### config.mk
export PLATFORM = sky130hd
export DESIGN_NAME = pipe_skid_chain
export DESIGN_NICKNAME = d
export VERILOG_FILES = /design/src/rtl/pipe_skid_chain.sv
export SDC_FILE = /design/constraint.sdc
export NUM_CORES = 1
export LEC_CHECK = 0
export ABC_AREA = 1
export CORE_UTILIZATION = 54
export CTS_CLUSTER_SIZE = 30
export DETAILED_ROUTE_END_ITERATION = 7
export PLACE_DENSITY = 0.88
export SLEW_MARGIN = 30
export SYNTH_ARGS = -nofsm -noshare
export SYNTH_HDL_FRONTEND = slang
export SYNTH_SLANG_ARGS = --single-unit
### constraint.sdc
create_clock -name clk -period 2.9 [get_ports clk]
set_clock_uncertainty 0.05 [all_clocks]
set_input_delay 0.58 -clock clk [delete_from_list [all_inputs] [get_ports clk]]
set_output_delay 0.58 -clock clk [all_outputs]
set_load 0.005 [all_outputs]
### src/rtl/pipe_skid_chain.sv
// Elastic valid/ready pipeline of STAGES cascaded stages, each optionally with a skid entry.
// Hazard stall freezes both chain ends; flush drops every held entry.
//
// state    | meaning (per stage, SKID=1)
// ST_EMPTY | no entry held
// ST_ONE   | main entry valid, skid free
// ST_FULL  | main and skid valid, stage in_ready low
module pipe_skid_chain #(
    parameter int WIDTH  = 32,
    parameter int STAGES = 1,
    parameter int SKID   = 1,
    localparam int DEPTH = STAGES * (SKID + 1),
    localparam int OCC_W = $clog2(DEPTH + 1)
) (
    input  logic             clk,
    input  logic             resetn,
    input  logic             in_valid,
    output logic             in_ready,
    input  logic [WIDTH-1:0] in_data,
    output logic             out_valid,
    input  logic             out_ready,
    output logic [WIDTH-1:0] out_data,
    input  logic             stall,
    input  logic             flush,
    output logic [OCC_W-1:0] occupancy
);

    localparam logic [1:0] ST_EMPTY = 2'b00;
    localparam logic [1:0] ST_ONE   = 2'b10;
    localparam logic [1:0] ST_FULL  = 2'b11;

    logic [STAGES-1:0] m_q, m_d;
    logic [STAGES-1:0] s_q, s_d;
    logic [WIDTH-1:0]  main_q [STAGES];
    logic [WIDTH-1:0]  main_d [STAGES];
    logic [WIDTH-1:0]  skid_q [STAGES];
    logic [WIDTH-1:0]  skid_d [STAGES];
    logic [OCC_W-1:0]  occ_q, occ_d;

    logic [STAGES-1:0] up_vld, up_rdy, dn_rdy, acc, emt;
    logic [WIDTH-1:0]  up_data [STAGES];

    // Ready walks from the output back to the input; only SKID=0 makes it combinational.
    always_comb begin : ready_chain
        logic nxt;
        nxt    = out_ready & ~stall;
        up_rdy = '0;
        dn_rdy = '0;
        for (int k = STAGES - 1; k >= 0; k--) begin
            dn_rdy[k] = nxt;
            if (SKID != 0) begin
                up_rdy[k] = ~s_q[k];
            end else begin
                up_rdy[k] = ~m_q[k] | nxt;
            end
            nxt = up_rdy[k];
        end
    end

    always_comb begin : valid_chain
        up_vld     = '0;
        up_vld[0]  = in_valid & ~stall;
        up_data[0] = in_data;
        for (int k = 1; k < STAGES; k++) begin
            up_vld[k]  = m_q[k-1];
            up_data[k] = main_q[k-1];
        end
        acc = up_vld & up_rdy;
        emt = m_q & dn_rdy;
    end

    always_comb begin : stage_next
        m_d    = m_q;
        s_d    = s_q;
        main_d = main_q;
        skid_d = skid_q;
        for (int k = 0; k < STAGES; k++) begin
            if (flush) begin
                m_d[k] = 1'b0;
                s_d[k] = 1'b0;
            end else if (SKID != 0) begin
                case ({m_q[k], s_q[k]})
                    ST_EMPTY: begin
                        if (acc[k]) begin
                            m_d[k]    = 1'b1;
                            main_d[k] = up_data[k];
                        end
                    end
                    ST_ONE: begin
                        if (acc[k] && emt[k]) begin
                            main_d[k] = up_data[k];
                        end else if (acc[k]) begin
                            s_d[k]    = 1'b1;
                            skid_d[k] = up_data[k];
                        end else if (emt[k]) begin
                            m_d[k] = 1'b0;
                        end
                    end
                    ST_FULL: begin
                        if (emt[k]) begin
                            s_d[k]    = 1'b0;
                            main_d[k] = skid_q[k];
                        end
                    end
                    default: begin
                        m_d[k] = 1'b0;
                        s_d[k] = 1'b0;
                    end
                endcase
            end else begin
                if (acc[k]) begin
                    m_d[k]    = 1'b1;
                    main_d[k] = up_data[k];
                end else if (emt[k]) begin
                    m_d[k] = 1'b0;
                end
            end
        end
    end

    always_comb begin : occ_next
        if (flush) begin
            occ_d = '0;
        end else begin
            occ_d = occ_q + OCC_W'(acc[0]) - OCC_W'(emt[STAGES-1]);
        end
    end

    always_ff @(posedge clk or negedge resetn) begin
        if (!resetn) begin
            m_q   <= '0;
            s_q   <= '0;
            occ_q <= '0;
            for (int k = 0; k < STAGES; k++) begin
                main_q[k] <= '0;
                skid_q[k] <= '0;
            end
        end else begin
            m_q    <= m_d;
            s_q    <= s_d;
            occ_q  <= occ_d;
            main_q <= main_d;
            skid_q <= skid_d;
        end
    end

    assign in_ready  = up_rdy[0] & ~stall;
    assign out_valid = m_q[STAGES-1] & ~stall;
    assign out_data  = main_q[STAGES-1];
    assign occupancy = occ_q;

endmodule
==> results_dict.tcl, run 1 <==
set metrics [dict create \
    grt_antenna_before_repair 0 \
    cts_inserted_buffers 9 \
    worst_setup_path_end_kind "output pin" \
    p_per_area_mw_per_mm2 907 \
    drv_cap 0 \
    critPathKind "in -> out" \
    core.rowCount 28 \
    holdBufCountCts 0 \
    synth-edff-count 0 \
    insertedDiodeCount 0 \
    timing.fmax_mhz 425 \
    nets 512 \
    leakagePower_nw 2.17 \
    rsz0062_at_grt "no" \
    port_buffers 73 \
    synth_nets 445 \
    drtIter0Drc 262 \
    area_growth_syn_to_layout_pct 26.8 \
    ys_seq_area_share_pct 51.2 \
    clk_pin_slew_worst_paths_ps 70 \
    cts_tree "yes" \
    syn_area_mm2 0.00332 \
    synth.top_cell.area_share_pct 51.2 \
    dr_total_vias 2942 \
    slew-limit-headroom_pct 60.3 \
    grt_pass1_wl_mm 12.8 \
    dieHeight_um 80.5 \
    start_util_pct 56.1 \
    synth-async-reset-ratio_pct 100 \
    drt-total-wl_mm 7.35 \
    yosysUniqueCellTypes 24 \
    yosysMostFrequentCell "nand2_1" \
    final_antenna_net_count 0 \
    top_usage_layer "met2" \
    place_hpwl_mm 5.01 \
    synth_ff_type "dfrtp_1" \
    cp-start-kind "input port" \
    clock-sinks 68 \
    synth_area_leader_cell "dfrtp_1" \
    drive_above_1_share_pct 6.75 \
    worstPathMaxFanout 3 \
    synth.area.top_cells "dfrtp_1, nand2_1, nand4_1, o21a_1, o21ai_0" \
    ys_ff_latch 68 \
    io_pins 74 \
    fillers 453 \
    grt.overflow.total 0 \
    grt_use_met3_pct 6.02 \
    htree_levels 3 \
    met1_usage_pct 34.8 \
    firstDrtPassIters 4 \
    postCtsSetupBuffers 0 \
    core_mm2 0.00592 \
    wl_per_cell_um 13.4 \
    status "complete, no violations" \
    root_buffer "clkbuf_8" \
    clock_latency_ps 340 \
    cp-startpoint "stall" \
    place_ws_ps 231 \
    grt_pass1_vias 2747 \
    cts.path.max_buffers 2 \
    synth_commonest_cells "nand2_1, dfrtp_1, inv_1, o21ai_0, nand4_1" \
    syn_avg_cell_area_um2 8.23 \
    peakVddDrop_mv 0.506 \
    drc 0 \
    routabilityCongestion 0.820 \
    globalRouteMet2Util_pct 41.2 \
    worst_pin_slew_ps 595 \
    vias_per_cell 5.36 \
    rr_startpoint "m_q$_DFFE_PN0P_" \
    grt_max_degree 49 \
    cp.required_ps 2270 \
    period_needed_ps 2350 \
    min_path_type "in -> async" \
    hold_viol 0 \
    setup_viol 0 \
    grtUsageTotal_pct 25.9 \
    period_share_pct 81.1 \
    die_area_mm2 0.00647 \
    post_cts_resized 0 \
    ys_warn_count 0 \
    post-route-worst-setup-slack_ps 549 \
    syn_inst 404 \
    arrival_ps 1720 \
    dieWidth_um 80.5 \
    setup_tns_ps 0 \
    slew_viol_final 0 \
]
[cell families after synthesis]
group,after synthesis,share of synthesized area [%]
compound gates,58,10.5
flops,68,51.2
xor+xnor,2,0.527
simple gates,205,26.8
fa+ha+maj,3,1.13
buf+inv,68,9.82
[path summary, 6_finish.rpt]
check | endpoint | slack (ps) | depth (start not counted)
max | out_valid | 550 | 5
min | occupancy[1]$_DFF_PN0_ | 190 | 1
max reg2reg | out_data[4]$_DFFE_PN0P_ | 830 | 11
min reg2reg | out_data[9]$_DFFE_PN0P_ | 420 | 2
max in group asynchronous | skid_q[24]$_DFFE_PN0P_ | 1810 | 2
min in group clk | out_data[9]$_DFFE_PN0P_ | 420 | 2
[per-stage QoR]
stage	cell area (µm²)	power (mW)	hold WS [ps]	cells	utilization, %
global placement	4060	3.11	404	535	68.5
floorplan	3320	2.44	234	404	-
detailed placement	4060	3.18	413	535	68.5
finish	4220	3.82	191	549	71.2
CTS	4220	3.85	209	549	71.2
global route	4220	4.12	236	549	71.2
[flip-flops by register name, summed over array words and instances, names as in the netlist]
name / flops
s_q: 1
out_data: 32
occupancy: 2
m_q: 1
skid_q: 32
[layout make-up]
cell class	count	area [µm²]	share of cell area, %
Multi-Input combinational cell	268	1300	30.8
Inverter	42	158	3.74
Clock buffer	12	145	3.44
Timing Repair Buffer	82	806	19.1
Clock inverter	2	12.5	0.297
Tap cell	75	93.8	2.23
Sequential cell	68	1700	40.4
[layer usage]
| metal | share of wire, % | routed length, µm |
|---|---|---|
| met5 | 0 | 0 |
| met3 | 5.3 | 392 |
| met1 | 44 | 3270 |
| met2 | 49 | 3600 |
| met4 | 1.3 | 94 |
[report_power, final]
part	internal (mW)	switching, mW	total [mW]
combinational	0.800	0.737	1.54
sequential	1.40	0.235	1.64
clock	0.323	0.328	0.651
[cell usage in the layout (no fill, tap or decap), types with 2 or more instances in the layout]
cell type | netlist | routed
nand2_1 | 156 | 155
clkdlybuf4s50_1 | 0 | 72
dfrtp_1 | 68 | 68
inv_1 | 39 | 39
o21ai_0 | 33 | 33
nand4_1 | 32 | 32
o21a_1 | 24 | 24
clkbuf_8 | 0 | 10
buf_4 | 3 | 8
nor2_1 | 7 | 7
nand2_2 | 2 | 3
ha_1 | 3 | 3
nor2_2 | 2 | 2
nand3_1 | 2 | 2
inv_2 | 2 | 2
nand3_2 | 2 | 2
clkbuf_1 | 5 | 2
[critical path, cell delays in order]
cell             delay, ps
clkdlybuf4s50_1        430
inv_1                  110
nand2_1                 60
inv_1                   50
clkdlybuf4s50_1        490
Note: power is estimated with default switching activity, not from simulation.
==> run 2, diff against run 1 <==
CORE_UTILIZATION = 46   (was 54)
PLACE_DENSITY = 0.8   (was 0.88)
clock period = 2.15 ns   (was 2.9 ns; I/O delays follow)
==> run 2 against run 1 <==
- wire length down 1.3%
- sequential share of layout area down 1.7 points
- utilization down 7.2 points
- register-to-register slack worse by 480 ps
- sequential power up 34%
- clock-buffer cell count down 2
- global-route usage down 4.4 points
- total power up 41%
- hold slack better by 230 ps
- critical endpoint is now in_ready
- largest cell class unchanged
- largest power group unchanged
==> results_dict.tcl, run 2 (synthesis gave the netlist of run 1 again) <==
set metrics [dict create \
    critPathMaxStageDelay_ps 510 \
    dieWidth_um 87.0 \
    setup_viol 0 \
    core_mm2 0.00687 \
    port_buffers 73 \
    whs_endpoint "out_data[21]$_DFFE_PN0P_" \
    worst_pin_slew_ps 428 \
    area_growth_syn_to_layout_pct 32.3 \
    postCtsSetupBuffers 0 \
    hold_depth 2 \
    hold_ws_ps 420 \
    dr_total_vias 2865 \
    total_power_mw 5.39 \
    clock_latency_ps 350 \
    final_cell_mix "nand2_1, clkdlybuf4s50_1, dfrtp_1" \
    r2r_cells 6 \
    drive_above_1_share_pct 8.51 \
    root_buffer "clkbuf_8" \
    final_antenna_net_count 0 \
    path_buf_inv 3 \
    worstPathMaxFanout 2 \
    hold_viol 0 \
    vias_per_cell 4.96 \
    p_per_area_mw_per_mm2 1230 \
    wl_per_cell_um 12.6 \
    cp-start-kind "input port" \
    start_util_pct 48.4 \
    drt-total-wl_mm 7.26 \
    timing.fmax_mhz 479 \
    cts_inserted_buffers 9 \
    firstDrtPassIters 4 \
    nets 518 \
    grt_pass1_vias 2601 \
    period_needed_ps 2090 \
    clock-sinks 68 \
    grt_pass1_wl_mm 12.4 \
    cts.path.max_buffers 2 \
    place_hpwl_mm 5.06 \
    min_path_type "reg -> reg" \
    insertedDiodeCount 0 \
    hp-start "out_data[21]$_DFFE_PN0P_" \
    grt_max_degree 47 \
    dp.cells 561 \
    cpMostUsedCell "clkdlybuf4s50_1" \
    slew_viol_final 0 \
    htree_levels 3 \
    grt.overflow.total 0 \
    fillers 581 \
    mostFrequentLayoutCell "nand2_1" \
    period_share_pct 97.1 \
    grtUsageTotal_pct 21.5 \
    grt_antenna_before_repair 0 \
    worst_setup_path_end_kind "output pin" \
    dieHeight_um 87.0 \
    drtIter0Drc 170 \
    rsz0062_at_grt "no" \
    cp.required_ps 1670 \
    cts_tree "yes" \
    slowest_stage "clkdlybuf4s50_1" \
    regToRegSetupSlack_ps 350 \
    cp_top_family "buffers and inverters" \
    leakagePower_nw 2.25 \
    routabilityCongestion 0.859 \
    drc 0 \
    io_pins 74 \
    reg2reg_to "m_q$_DFFE_PN0P_" \
    status "complete, no violations" \
    final-instance-count-excl-fill 578 \
    critPathKind "in -> out" \
    finish.utilization_pct 64.0 \
    clk_pin_slew_worst_paths_ps 70 \
    drv_cap 0 \
    die_area_mm2 0.00757 \
    arrival_ps 1610 \
    setup_tns_ps 0 \
    peakVddDrop_mv 0.600 \
    slew-limit-headroom_pct 71.5 \
    core.rowCount 30 \
    cp_cell_sequence "clkdlybuf4s50_1 -> buf_4 -> nor2_2 -> clkdlybuf4s50_1" \
    rr_startpoint "s_q$_DFFE_PN0P_" \
]
## run 2: worst register-to-register path: stages, from the launching register on
cell and delay (ps):
dfrtp_1 500, nand2_2 370, clkinv_1 350, nand2_1 170, nand2_1 80, a21oi_1 110, nand2_1 60
## run 2: metrics by stage
| step | setup WS (ps) | instance area (µm²) |
|---|---|---|
| floorplan | 498 | 3320 |
| global placement | 41.2 | 4190 |
| detailed placement | -52.9 | 4190 |
| CTS | 55.9 | 4400 |
| global route | 23.0 | 4400 |
| finish | 61.3 | 4400 |
## run 2: power by group
part | internal [mW] | leakage [nW] | total [mW] | switching (mW)
Clock | 0.564 | 0.0983 | 1.05 | 0.489
Sequential | 1.89 | 0.805 | 2.20 | 0.315
Combinational | 1.15 | 1.35 | 2.13 | 0.984
## run 2: how the worst max path moves through the flow
stage | startpoint | to | slack [ps] | cells after the start
final | stall | in_ready | 60 | 4
after global routing | stall | in_ready | 20 | 4
after CTS | stall | in_ready | 60 | 4
after detailed placement | stall | out_data[8]$_DFFE_PN0P_ | -50 | 13
after global placement | stall | out_data[1]$_DFFE_PN0P_ | 40 | 13
after floorplan | stall | out_data[0]$_DFFE_PN0P_ | 500 | 11
## run 2: what timing repair did
action / 4_1_cts / 5_1_grt
gates resized for setup: 0 / 0
hold buffers: 1 / 0
hold endpoints to repair: 31 / 0
## run 2: per-layer routing
metal  GRT usage [%]  vias to the layer above  wire length, µm
met5               0                        -                0
met4            8.48                        0               81
met3            4.93                        8              436
met2            34.6                       84             3450
met1            28.3                     1335             3290
li1                -                     1438                -
## run 2: layout make-up
cell class / count / area (µm²) / share of cell area [%]
clock inverter: 6 / 63.8 / 1.45
clock buffer: 10 / 138 / 3.13
timing repair buffer: 88 / 918 / 20.9
inverter: 42 / 158 / 3.58
sequential: 68 / 1700 / 38.7
multi-input combinational: 268 / 1300 / 29.5
tap: 96 / 120 / 2.73
